<file path="config.mk">
export PLATFORM = sky130hd
export DESIGN_NAME = im_boot_loader
export DESIGN_NICKNAME = d
export VERILOG_FILES = /design/src/rtl/im_boot_loader.sv
export SDC_FILE = /design/constraint.sdc
export NUM_CORES = 1
export LEC_CHECK = 0
export CAP_MARGIN = 20
export CORE_ASPECT_RATIO = 1.75
export CORE_MARGIN = 3
export CORE_UTILIZATION = 46
export CTS_BUF_LIST = sky130_fd_sc_hd__clkbuf_4 sky130_fd_sc_hd__clkbuf_8
export CTS_CLUSTER_SIZE = 20
export DETAILED_ROUTE_END_ITERATION = 10
export GPL_ROUTABILITY_DRIVEN = 0
export PLACE_DENSITY = 0.7
export RECOVER_POWER = 50
export SKIP_LAST_GASP = 1
export SLEW_MARGIN = 20
export SYNTH_ARGS = -nofsm -noshare
export SYNTH_HDL_FRONTEND = slang
export SYNTH_SLANG_ARGS = --single-unit
</file>
<file path="constraint.sdc">
create_clock -name clk -period 6.1 [get_ports clk]
set_input_delay 1.22 -clock clk [delete_from_list [all_inputs] [get_ports clk]]
set_output_delay 1.22 -clock clk [all_outputs]
set_load 0.02 [all_outputs]
</file>
<file path="src/rtl/im_boot_loader.sv">
// UART-driven program loader for the 16-bit instruction memory; owns the IM port while
// loading and passes CPU fetches through otherwise.
module im_boot_loader #(
  parameter int ADDR_W  = 14,
  parameter int DEPTH   = 512,
  parameter int TIMEOUT = 2500000
) (
  input  logic              clk,
  input  logic              rst,
  input  logic              load_req,
  input  logic              rx_rdy,
  input  logic [7:0]        rx_data,
  input  logic [ADDR_W-1:0] cpu_addr,
  input  logic              cpu_rd_en,
  output logic [ADDR_W-1:0] mem_addr,
  output logic              mem_rd_en,
  output logic              mem_we,
  output logic [15:0]       mem_wdata,
  output logic              cpu_rst,
  output logic              busy,
  output logic              done,
  output logic              err
);

  localparam int            TW      = $clog2(TIMEOUT + 1);
  localparam logic [TW-1:0] TMAX    = TW'(TIMEOUT - 1);
  localparam logic [15:0]   DEPTH16 = 16'(DEPTH);

  typedef enum logic [2:0] {IDLE, LEN_HI, LEN_LO, DAT_HI, DAT_LO} state_t;

  state_t            state;
  logic [ADDR_W-1:0] wr_addr;
  logic [15:0]       cnt;
  logic [7:0]        hi;
  logic [TW-1:0]     timer;
  logic [15:0]       len;

  assign len = {cnt[15:8], rx_data};

  // mem_we is part of busy so the write address stays on the IM port through the final write
  assign busy      = (state != IDLE) | mem_we;
  assign cpu_rst   = rst | busy;
  assign mem_addr  = busy ? wr_addr : cpu_addr;
  assign mem_rd_en = busy ? 1'b0 : cpu_rd_en;

  always_ff @(posedge clk) begin
    if (rst) begin
      state     <= IDLE;
      wr_addr   <= '0;
      cnt       <= '0;
      timer     <= '0;
      mem_we    <= 1'b0;
      mem_wdata <= '0;
      done      <= 1'b0;
      err       <= 1'b0;
    end else begin
      mem_we <= 1'b0;
      done   <= 1'b0;
      if (mem_we) wr_addr <= wr_addr + ADDR_W'(1);

      if (state == IDLE) begin
        if (load_req && !mem_we) begin
          state   <= LEN_HI;
          wr_addr <= '0;
          err     <= 1'b0;
          timer   <= '0;
        end
      end else if (rx_rdy) begin
        timer <= '0;
        case (state)
          LEN_HI: begin
            cnt[15:8] <= rx_data;
            state     <= LEN_LO;
          end
          LEN_LO: begin
            cnt[7:0] <= rx_data;
            if (len == 16'd0 || len > DEPTH16) begin
              state <= IDLE;
              err   <= 1'b1;
            end else begin
              state <= DAT_HI;
            end
          end
          DAT_HI: begin
            hi    <= rx_data;
            state <= DAT_LO;
          end
          DAT_LO: begin
            mem_wdata <= {hi, rx_data};
            mem_we    <= 1'b1;
            cnt       <= cnt - 16'd1;
            if (cnt == 16'd1) begin
              state <= IDLE;
              done  <= 1'b1;
            end else begin
              state <= DAT_HI;
            end
          end
          default: state <= IDLE;
        endcase
      end else if (timer == TMAX) begin
        state <= IDLE;
        err   <= 1'b1;
      end else begin
        timer <= timer + TW'(1);
      end
    end
  end

endmodule
</file>
==> results of run 1 <==
==> stage by stage <==
step / util / area [sq um] / hold slack (ns) / cells / setup slack [ns]
finish: 0.573 / 4970 / 0.458 / 657 / 1.89
floorplan: - / 4110 / 0.456 / 489 / 3.06
detailed placement: 0.551 / 4770 / 0.451 / 641 / 1.98
global route: 0.573 / 4970 / 0.479 / 657 / 1.82
CTS: 0.574 / 4970 / 0.464 / 657 / 1.97
global placement: 0.551 / 4770 / 0.446 / 641 / 2.01
==> registers in the layout, summed over array words and instances, names as in the netlist <==
name       cells
timer         22
cnt           16
mem_wdata     16
wr_addr       14
hi             8
state          3
done           1
err            1
mem_we         1
==> report_power, final <==
group          switching (uW)  internal (uW)
sequential               12.1            551
combinational            99.4           86.8
clock                     204            192
==> layout make-up <==
class | count | area, sq um
multi-input combinational | 371 | 2240
timing repair buffer | 65 | 639
clock inverter | 7 | 75.1
clock buffer | 9 | 124
tap | 117 | 146
inverter | 6 | 22.5
fill | 820 | 3700
sequential | 82 | 1720
==> worst max-delay path by stage <==
stage          start      end  slack (ns)  cells past startpoint
2_1_floorplan    rst  cpu_rst        3.06                      2
6_report         rst  cpu_rst        1.89                      4
3_3_place_gp     rst  cpu_rst        2.01                      4
3_5_place_dp     rst  cpu_rst        1.98                      4
4_1_cts          rst  cpu_rst        1.97                      4
5_1_grt          rst  cpu_rst        1.82                      4
==> worst max-delay path: stages <==
cell and delay, ns:
dlygate4sd3_1 0.54, buf_4 0.27, or3_1 0.40, clkdlybuf4s50_1 0.56
==> placed cells by master, fill, tap and decap left out, types with 3 or more instances in the layout <==
cell,n
dfxtp_1,74
nand2b_1,4
edfxtp_1,8
a31oi_1,4
a211oi_1,4
xnor2_1,6
and4_1,4
inv_6,3
xor2_1,20
mux2i_1,4
and2_1,7
o22ai_1,4
nand3_1,19
clkdlybuf4s50_1,34
or3_1,11
ha_1,4
o21ai_0,20
nand3b_1,6
clkbuf_8,9
nand4_1,15
o31ai_1,4
nor3_2,3
dlygate4sd3_1,28
nor2b_1,4
mux2_2,15
inv_1,6
a21oi_1,41
a22oi_1,8
and3_1,8
nand2_1,60
nor4_1,8
nor3_1,9
nor2_1,50
or4_1,3
==> metal layers <==
layer / part of all wire / vias up / track usage / wire (um)
met2: 0.53 / 100 / 0.374 / 5380
li1: - / 1840 / - / -
met5: 0 / - / 0 / 0
met1: 0.40 / 1817 / 0.230 / 4040
met3: 0.044 / 26 / 0.0424 / 446
met4: 0.031 / 0 / 0.109 / 319
==> cell families (layout without fill, tap and decap cells) <==
group,Yosys count,in the layout,share of synthesized area
buffers and inverters,36,87,0.0362
AOI/OAI and AO/OA,95,95,0.137
xor gates and xnor gates,26,26,0.0554
muxes,19,19,0.0508
adders and majority gates,4,4,0.0122
DFF,82,82,0.419
and+or+nand+nor,227,227,0.290
==> results.json, run 1 <==
{
  "vias_per_cell": 5.76,
  "grt_max_degree": 46,
  "yosysTopAreaCell": "dfxtp_1",
  "fin_nets": 566,
  "h-tree-depth": 3,
  "routed_wl_um": 10200,
  "min_to": "mem_wdata[4]",
  "post_cts_buffers": 0,
  "antennaDiodeCount": 0,
  "ys_types": 53,
  "drt_iter0_markers": 250,
  "cts_hold_buf": 0,
  "arrival_ns": 2.99,
  "r2r_start": "state[2]",
  "period_share": 0.691,
  "cts_buffers": 9,
  "start_kind": "input pin",
  "tightest_slew_ns": 0.710,
  "worst_clock_skew_ns": 0.0100,
  "cap_violations": 0,
  "cp.required_ns": 4.88,
  "finalSetupViolCount": 0,
  "syn_avg_cell_area_sq_um": 8.41,
  "start_util": 0.474,
  "worstHoldPathType": "flip-flop to flip-flop",
  "syn_nets": 520,
  "hold_viol": 0,
  "synth-seq-cells": 82,
  "grt_pass1_wl_um": 16900,
  "portBuffers": 62,
  "antenna_found_initial": 0,
  "p_per_area_nw_per_um2": 230,
  "die_y_um": 131,
  "wl_per_cell_um": 15.5,
  "first_global_vias": 3564,
  "root_buffer": "clkbuf_8",
  "synth_common_cells": "dfxtp_1, nand2_1, nor2_1",
  "worstHoldStart": "mem_wdata[4]",
  "crit_type": "input pin to output port",
  "period_needed_ns": 4.21,
  "die_x_um": 77.5,
  "power_uw": 1140,
  "drv_slew": 0,
  "cts.sinks": 82,
  "synth-seq-area-share": 0.419,
  "hpwl_um": 7310,
  "min_path_cells": 2,
  "setup-tns-final_ns": 0,
  "yosys_warnings": 0,
  "cts_resized": 0,
  "final_antenna_net_count": 0,
  "worstPathMaxFanout": 45,
  "r2r_cells": 6,
  "synthMostInstantiatedCell": "dfxtp_1",
  "path_clk_slew_ns": 0.09,
  "r2r_end": "state[1]",
  "synth_edf_count": 8,
  "drive_gt1_frac": 0.0778,
  "ff2ff_setup_slack_ns": 3.80,
  "ys_top_cells_by_area": "dfxtp_1, edfxtp_1, nand2_1, a21oi_1, nor2_1",
  "synth_ff_type": "dfxtp_1",
  "overflow": 0,
  "grt_usage": 0.208,
  "vias": 3783,
  "syn_inst": 489,
  "core-area_sq_um": 8670,
  "cts_max_path_buffers": 2,
  "dr.pass1.iters": 5,
  "worstSetupEndpointType": "output port",
  "io_pins": 63,
  "clock_latency_ns": 0.36,
  "status": "finished, final reports clean",
  "die-area_sq_um": 10200,
  "worst_ir_drop_vdd_mv": 0.221,
  "netlist_area_sq_um": 4110,
  "drc": 0,
  "p_leak_uw": 0.00179,
  "cts_tree": "done",
  "syn_to_final_growth_pct": 20.9,
  "rows": 45,
  "synthArstFlopShare": 0,
  "yosysTopAreaCellShare": 0.360,
  "max_freq_mhz": 237,
  "grt_setup_unrepaired": "false",
  "slew_headroom": 0.526
}
No activity file was read; power rests on OpenSTA's default activity.
==> run 2, diff against run 1 <==
Clock period 6.1 ns to 4.13 ns, I/O delays scaled along.
==> results.json, run 2 (synthesis gave the netlist of run 1 again) <==
{
  "status": "finished, violations left",
  "violations": "capacitance limit, slew limit",
  "p_sw_frac": 0.284,
  "vias_per_cell": 5.70,
  "start_util": 0.474,
  "drc": 0,
  "period_needed_ns": 3.64,
  "post_cts_buffers": 0,
  "rows": 45,
  "antennaDiodeCount": 0,
  "fin_nets": 567,
  "die_y_um": 131,
  "cts_tree": "done",
  "power_frac_clock": 0.358,
  "setup-tns-final_ns": 0,
  "hold_viol": 0,
  "path_clk_slew_ns": 0.09,
  "regMostFlops": "timer",
  "die_x_um": 77.5,
  "vias": 3751,
  "most-common-layout-cells": "dfxtp_1, nand2_1, nor2_1",
  "worstHoldStart": "mem_wdata[12]",
  "worstSetupEndpointType": "output port",
  "crit_type": "flip-flop to output port",
  "hpwl_um": 7120,
  "h-tree-depth": 3,
  "grt_max_degree": 45,
  "cts_buffers": 9,
  "overflow": 0,
  "root_buffer": "clkbuf_8",
  "clock_latency_ns": 0.36,
  "cts_hold_buf": 0,
  "drt_iter0_markers": 257,
  "p_comb_frac": 0.160,
  "cts_max_path_buffers": 2,
  "grt_pass1_wl_um": 16800,
  "holdWs_ns": 0.455,
  "worstHoldPathType": "flip-flop to flip-flop",
  "first_global_vias": 3601,
  "cp.required_ns": 3.30,
  "slew_headroom": -0.339,
  "arrival_ns": 2.81,
  "p_per_area_nw_per_um2": 345,
  "period_share": 0.881,
  "p_int_uw": 1230,
  "final_antenna_net_count": 0,
  "grt_usage": 0.205,
  "die-area_sq_um": 10200,
  "top_regs": "timer x22, cnt x16, mem_wdata x16",
  "syn_to_final_growth_pct": 21.2,
  "p_leak_uw": 0.00180,
  "dr.pass1.iters": 5,
  "core-area_sq_um": 8670,
  "pwr-share-seq": 0.483,
  "cap_violations": 1,
  "startpoint": "state[0]",
  "cts_resized": 0,
  "io_pins": 63,
  "worstPathMaxFanout": 16,
  "grt_setup_unrepaired": "false",
  "finalSetupViolCount": 0,
  "worst_clock_skew_ns": 0.00934,
  "tightest_slew_ns": 2.01,
  "routed_wl_um": 9980,
  "max_freq_mhz": 275,
  "worst_ir_drop_vdd_mv": 0.217,
  "r2r_start": "timer[0]",
  "p_sw_uw": 489,
  "wl_per_cell_um": 15.2,
  "drv_slew": 45,
  "start_kind": "flip-flop",
  "cts.sinks": 82,
  "antenna_found_initial": 0,
  "drive_gt1_frac": 0.0813,
  "portBuffers": 62,
  "largest_reg_flops": 22,
  "final_common_cell": "dfxtp_1"
}
## run 2: power by group through the flow
stage / registers (uW) / clock network, uW / logic, uW
detailed placement: 849 / 0 / 277
floorplan: 843 / 0 / 180
global placement: 848 / 0 / 273
global route: 834 / 662 / 297
finish: 831 / 615 / 275
CTS: 831 / 630 / 279
## run 2: routing by layer
layer | up-vias | share of wire | wire length (um) | track usage
met5 | - | 0 | 0 | 0
met1 | 1780 | 0.41 | 4090 | 0.228
met3 | 19 | 0.038 | 384 | 0.0328
met2 | 104 | 0.53 | 5260 | 0.378
met4 | 0 | 0.024 | 243 | 0.103
li1 | 1848 | - | - | -
## run 2: stage by stage
step           setup slack (ns)  total power, uW  area, sq um   util  cells
2_1_floorplan              1.52             1020         4110      -    489
3_3_place_gp              0.949             1120         4780  0.552    642
3_5_place_dp              0.879             1130         4780  0.552    642
4_1_cts                   0.450             1740         4990  0.575    658
5_1_grt                   0.316             1790         4980  0.575    658
6_report                  0.491             1720         4980  0.575    658
## run 2: cell type report
cell class | count | area, sq um
tap | 117 | 146
clock buffer | 9 | 124
timing repair buffer | 66 | 647
multi-input combinational | 371 | 2240
fill | 808 | 3690
inverter | 6 | 22.5
sequential | 82 | 1720
clock inverter | 7 | 82.6
## run 2: worst paths after layout
kind,cells past startpoint,endpoint,slack (ns)
max,4,mem_addr[12],0.49
max reg2reg,7,timer[0],1.96
min,2,mem_wdata[12],0.45
min reg2reg,2,mem_wdata[12],0.45
## run 2: worst max-delay path: stages (launching register included)
cell	delay [ns]
dfxtp_1	0.41
or3_1	0.49
nor2_2	0.59
mux2_2	0.41
clkdlybuf4s50_1	0.54
==> run 3, diff against run 2 <==
Settings changed: SLEW_MARGIN 20 to 10.
==> results of run 3 <==
Same layout as run 2: the final DEF is identical, and so are final timing and power.
